File: src/rtl/nonint_pkg.sv
// nonint_pkg: shared types for the noninterference violation monitor.
//   state_t   - 2-bit state/status encoding (IDLE=0, RUN=1, PASS=2, FAIL=3)
//   PI_W_DEF  - default width of the miter primary-input vector
package nonint_pkg;

  typedef enum logic [1:0] {
    ST_IDLE = 2'd0,
    ST_RUN  = 2'd1,
    ST_PASS = 2'd2,
    ST_FAIL = 2'd3
  } state_t;

  localparam int PI_W_DEF = 5;

endpackage

File: src/rtl/nonint_trace_buf.sv
// nonint_trace_buf: ring buffer of the last DEPTH miter input vectors.
//   clock, reset  - rising-edge clock, async active-high reset
//   clr           - synchronous clear of all entries and the write pointer
//   wr_en/wr_data - append one entry at the write pointer (wraps mod DEPTH)
//   rd_idx        - 0 = most recent entry, 1 = the one before, ...
//   rd_data       - combinational read of the selected entry
module nonint_trace_buf
  import nonint_pkg::*;
#(
  parameter int PI_W  = PI_W_DEF,
  parameter int DEPTH = 8
) (
  input  logic                     clock,
  input  logic                     reset,
  input  logic                     clr,
  input  logic                     wr_en,
  input  logic [PI_W-1:0]          wr_data,
  input  logic [$clog2(DEPTH)-1:0] rd_idx,
  output logic [PI_W-1:0]          rd_data
);

  localparam int IDX_W = $clog2(DEPTH);

  logic [DEPTH-1:0][PI_W-1:0] mem;
  logic [IDX_W-1:0]           wr_ptr;
  logic [IDX_W-1:0]           rd_ptr;

  always_ff @(posedge clock or posedge reset) begin
    if (reset) begin
      mem    <= '0;
      wr_ptr <= '0;
    end else if (clr) begin
      mem    <= '0;
      wr_ptr <= '0;
    end else if (wr_en) begin
      mem[wr_ptr] <= wr_data;
      wr_ptr      <= wr_ptr + 1'b1;  // DEPTH is a power of two, so this wraps
    end
  end

  // wr_ptr points at the next free slot; latest entry sits one behind it.
  // Unwritten slots hold the cleared value, so they read back as 0.
  assign rd_ptr  = wr_ptr - IDX_W'(1) - rd_idx;
  assign rd_data = mem[rd_ptr];

endmodule

File: src/rtl/nonint_violation_monitor.sv
// nonint_violation_monitor: bounded check on the noninterference miter's
// violation output. Counts steps after start, stops at the first violation
// (FAIL) or after BOUND clean steps (PASS), and keeps a trace of the last
// TRACE_DEPTH input vectors for counterexample readout.
//   clock, reset        - rising-edge clock, async active-high reset
//   start               - begin a check (IDLE only)
//   step_en             - miter advanced; pi_vec/po_viol valid
//   pi_vec, po_viol     - miter input vector and violation output
//   busy                - high in RUN
//   report_valid/ready  - result handshake (PASS or FAIL)
//   status              - state encoding
//   fail_cycle          - 0-based violating step index (0 unless FAIL)
//   steps_done          - steps counted in current/last run (saturating)
//   trace_rd_idx/data   - trace read, 0 = most recent step
module nonint_violation_monitor
  import nonint_pkg::*;
#(
  parameter int PI_W        = PI_W_DEF,
  parameter int CNT_W       = 16,
  parameter int BOUND       = 1000,
  parameter int TRACE_DEPTH = 8
) (
  input  logic                           clock,
  input  logic                           reset,
  input  logic                           start,
  input  logic                           step_en,
  input  logic [PI_W-1:0]                pi_vec,
  input  logic                           po_viol,
  output logic                           busy,
  output logic                           report_valid,
  input  logic                           report_ready,
  output logic [1:0]                     status,
  output logic [CNT_W-1:0]               fail_cycle,
  output logic [CNT_W-1:0]               steps_done,
  input  logic [$clog2(TRACE_DEPTH)-1:0] trace_rd_idx,
  output logic [PI_W-1:0]                trace_rd_data
);

  localparam logic [CNT_W-1:0] LAST_STEP = CNT_W'(BOUND - 1);

  state_t state;
  logic   trace_clr;
  logic   trace_wr;

  assign trace_clr = (state == ST_IDLE) && start;
  assign trace_wr  = (state == ST_RUN) && step_en;
  assign status    = state;

  // Single FSM; busy/report_valid are registered alongside the state so no
  // input reaches an output combinationally.
  always_ff @(posedge clock or posedge reset) begin
    if (reset) begin
      state        <= ST_IDLE;
      busy         <= 1'b0;
      report_valid <= 1'b0;
      fail_cycle   <= '0;
      steps_done   <= '0;
    end else begin
      case (state)
        ST_IDLE: begin
          if (start) begin
            state      <= ST_RUN;
            busy       <= 1'b1;
            fail_cycle <= '0;
            steps_done <= '0;
          end
        end
        ST_RUN: begin
          if (step_en) begin
            if (steps_done != '1) steps_done <= steps_done + 1'b1;
            // Violation wins even on the last bounded step.
            if (po_viol) begin
              state        <= ST_FAIL;
              fail_cycle   <= steps_done;
              busy         <= 1'b0;
              report_valid <= 1'b1;
            end else if (steps_done == LAST_STEP) begin
              state        <= ST_PASS;
              busy         <= 1'b0;
              report_valid <= 1'b1;
            end
          end
        end
        ST_PASS, ST_FAIL: begin
          // Results and trace stay put until the next start.
          if (report_ready) begin
            state        <= ST_IDLE;
            report_valid <= 1'b0;
          end
        end
        default: begin
          state        <= ST_IDLE;
          busy         <= 1'b0;
          report_valid <= 1'b0;
        end
      endcase
    end
  end

  nonint_trace_buf #(
    .PI_W  (PI_W),
    .DEPTH (TRACE_DEPTH)
  ) u_trace (
    .clock   (clock),
    .reset   (reset),
    .clr     (trace_clr),
    .wr_en   (trace_wr),
    .wr_data (pi_vec),
    .rd_idx  (trace_rd_idx),
    .rd_data (trace_rd_data)
  );

endmodule

File: config.mk
export PLATFORM = sky130hd
export DESIGN_NAME = nonint_violation_monitor
export DESIGN_NICKNAME = d
export VERILOG_FILES = /design/src/rtl/nonint_pkg.sv /design/src/rtl/nonint_trace_buf.sv /design/src/rtl/nonint_violation_monitor.sv
export SDC_FILE = /design/constraint.sdc
export NUM_CORES = 1
export LEC_CHECK = 0
export BUFFER_PORTS_ARGS = -buffer_cell sky130_fd_sc_hd__buf_2
export CORE_MARGIN = 1.5
export CORE_UTILIZATION = 49
export CTS_CLUSTER_DIAMETER = 80
export DETAILED_ROUTE_END_ITERATION = 16
export GPL_TIMING_DRIVEN = 0
export PLACE_DENSITY_LB_ADDON = 0.25
export SYNTH_ARGS = -nofsm -noshare
export SYNTH_HDL_FRONTEND = slang
export SYNTH_SLANG_ARGS = --single-unit
File: constraint.sdc
create_clock -name clock -period 4.6 [get_ports clock]
set_input_delay 0.92 -clock clock [delete_from_list [all_inputs] [get_ports clock]]
set_output_delay 0.92 -clock clock [all_outputs]
set_load 0.01 [all_outputs]
==> impl_metrics.tcl <==
set metrics [dict create \
    timing.critical_path.mode_cell "buf_2" \
    overflow 0 \
    max-slew-margin-rel_pct 43.3 \
    regArea_um2 1980 \
    async_flop_share_pct 100 \
    numClockSinks 79 \
    total_routing_usage_reported_by_global_routing_pct 25.0 \
    die_h_um 93.7 \
    cts_resized 0 \
    netSwitchingFraction_pct 40.0 \
    hold_path.class "register to register" \
    cp-end-kind "output port" \
    finalSetupViolCount 0 \
    layout-drive-gt1-share_pct 20.2 \
    pin_count_of_the_biggest_net_entering_global_routing 57 \
    io_pins 55 \
    seq_area_frac_synth_pct 49.1 \
    synth_cell_types 47 \
    drt_first_iter_violations 298 \
    coreArea_um2 7850 \
    drt-pass1-iter-count 5 \
    detail_route.wirelength_mm 10.0 \
    achievable-frequency_mhz 254 \
    status "finished clean" \
    worstPathMaxFanout 10 \
    worstSetupStartpointType "primary input" \
    clock_transition_time_at_the_flip_flop_clock_pins_of_the_worst_setup_and_hold_paths_ns 0.08 \
    power.density_cell_area_nw_per_um2 495 \
    antenna-diode-count 0 \
    layout.cells.most_common "dfrtp_1" \
    post_cts_hold_buffer_count 0 \
    final_min_period_over_clock_period_pct 85.7 \
    ys_ff_latch 79 \
    clockBufferDepth 2 \
    multi_input_comb_area_um2 1890 \
    static-leakage-power_nw 2.27 \
    vias 3266 \
    routabilityCongestion 0.852 \
    path_class "primary input to output port" \
    report.final.slew_viol_count 0 \
    global_route_wire_length_before_repair_mm 16.6 \
    chipWidth_um 93.7 \
    cellInternalPower_mw 1.37 \
    vdd.ir_drop.worst_mv 0.234 \
    drt-vias-per-instance 5.86 \
    final_cell_area_um2 4620 \
    combPwrFrac_pct 36.3 \
    detailed_place_hpwl_mm 7.08 \
    worst_slew_pin_slew_ns 0.850 \
    worst_clock_skew_ns 0.0104 \
    area_growth_pct 14.7 \
    cts_buffers 9 \
    number_of_global_route_vias_before_repair 3160 \
    placed_cell_areas_um2 4430 \
    fillCellCount 698 \
    effective_utilization_at_floorplan_pct 51.3 \
    detail-route-antenna-nets 0 \
    cap_violations 0 \
    ys_dominant_reg_cell "dfrtp_1" \
    routed_wl_per_cell_um 18.0 \
    antenna_found_initial 0 \
    worst-endpoint-required_ns 3.68 \
    final_nets 468 \
    clock_latency_ns 0.37 \
    yosys_warnings 0 \
    synth-edff-count 0 \
    power.share.clock_pct 22.2 \
    commonest_cells_after_routing_fill_and_taps_aside "dfrtp_1 (79), buf_2 (51), nor2_1 (49), nand2_1 (48), mux2i_1 (42)" \
    die_area_um2 8770 \
    cts_tree "done" \
    critical_path.cell_chain "buf_2 > inv_1 > ha_1 > fa_1 > buf_1 > mux4_2 > mux2_2 > buf_2" \
    postCtsSetupBuffers 0 \
    postSynthNetCount 407 \
    cts_max_level 3 \
    io_buffer_count 49 \
    timing.setup.tns_ns 0 \
    hold_viol_final 0 \
    crit_arrival_ns 3.02 \
    clock_tree.root_cell "clkbuf_8" \
    power.switching_mw 0.914 \
    core.rowCount 32 \
    syn_avg_cell_area_um2 10.4 \
    seqPwrFrac_pct 41.5 \
    max_stage_delay_ns 0.49 \
    timing.final.crit_period_ns 3.94 \
    grt_setup_unrepaired "no" \
    cp_max_stage_cell "fa_1" \
    post_synth_inst_count 389 \
    residual_drc_count 0 \
    synth.cell_area_um2 4030 \
]
[per-stage QoR]
stage / hold WS (ns) / util [%] / power, mW / std cells / worst slack, ns
2_1_floorplan: 0.481 / - / 1.51 / 389 / 1.10
3_3_place_gp: 0.460 / 56.1 / 1.75 / 540 / 0.654
3_5_place_dp: 0.466 / 56.5 / 1.79 / 541 / 0.645
4_1_cts: 0.486 / 58.9 / 2.30 / 557 / 0.639
5_1_grt: 0.511 / 58.9 / 2.44 / 557 / 0.557
6_report: 0.477 / 58.9 / 2.29 / 557 / 0.657
[worst max-delay path: cells and delay by family]
kind                     cells  cell delay (ns)
multiplexers                 2             0.69
buffers and inverters        4             0.72
adder cells (fa/ha/maj)      2             0.68
[routing by layer]
layer  GRT usage, %  vias to the layer above  part of all wire, %
li1               -                     1508                    -
met1           38.0                     1596                   47
met2           36.1                      141                   45
met3           4.69                       21                  6.8
met4           8.46                        0                  1.7
met5              0                        -                    0
[worst paths after layout]
check / slack (ns) / end / depth (start not counted) / from
worst max-delay path: 0.66 / trace_rd_data[1] / 8 / trace_rd_idx[0]
worst min-delay path: 0.48 / fail_cycle[12] / 2 / fail_cycle[12]
worst max register to register: 2.23 / steps_done[0] / 6 / steps_done[1]
worst min register to register: 0.48 / fail_cycle[12] / 2 / fail_cycle[12]
max in group asynchronous: 3.50 / u_trace.mem[16] / 3 / reset
min in group asynchronous: 0.52 / fail_cycle[14] / 2 / reset
[registers in the layout (all words and copies together) (netlist names)]
register and cells:
u_trace.mem 40, busy 1, steps_done 16, fail_cycle 16, u_trace.wr_ptr 3, report_valid 1, status 2
[power groups by stage]
| stage | logic [mW] | registers [mW] | clock network (mW) |
|---|---|---|---|
| final | 0.831 | 0.949 | 0.508 |
| after global routing | 0.924 | 0.969 | 0.547 |
| after CTS | 0.836 | 0.946 | 0.515 |
| after detailed placement | 0.832 | 0.959 | 0 |
| after global placement | 0.802 | 0.953 | 0 |
| after floorplan | 0.561 | 0.948 | 0 |
[final cells by class]
| type | count | area share, % |
|---|---|---|
| Sequential cell | 79 | 42.8 |
| Multi-Input combinational cell | 269 | 40.8 |
| Timing Repair Buffer | 50 | 5.90 |
| Clock buffer | 10 | 2.98 |
| Tap cell | 102 | 2.76 |
| Buffer | 31 | 2.73 |
| Clock inverter | 6 | 1.14 |
| Inverter | 10 | 0.867 |
[cell families after synthesis]
kind of cell,synth area share [%]
buf+inv,4.07
xor+xnor,0.870
flops,49.1
simple gates,17.6
mux,17.7
fa+ha+maj,1.43
compound gates,9.20
[Yosys cell counts, types with 4 or more instances]
library cell,count,area (µm²)
inv_1,10,37.5
dfrtp_1,79,1980
o211ai_1,9,67.6
mux2_2,6,67.6
or4_1,7,52.6
and3_1,4,25.0
nand2_1,48,180
o21ai_0,22,110
clkbuf_1,26,97.6
nor2_1,49,184
mux2i_1,42,420
nor4_1,5,31.3
nand3_1,9,45.0
mux4_2,10,225
a22o_1,6,52.6
nor3_1,8,40.0
nand4_1,4,25.0
Power figures use the tool's default switching activity.
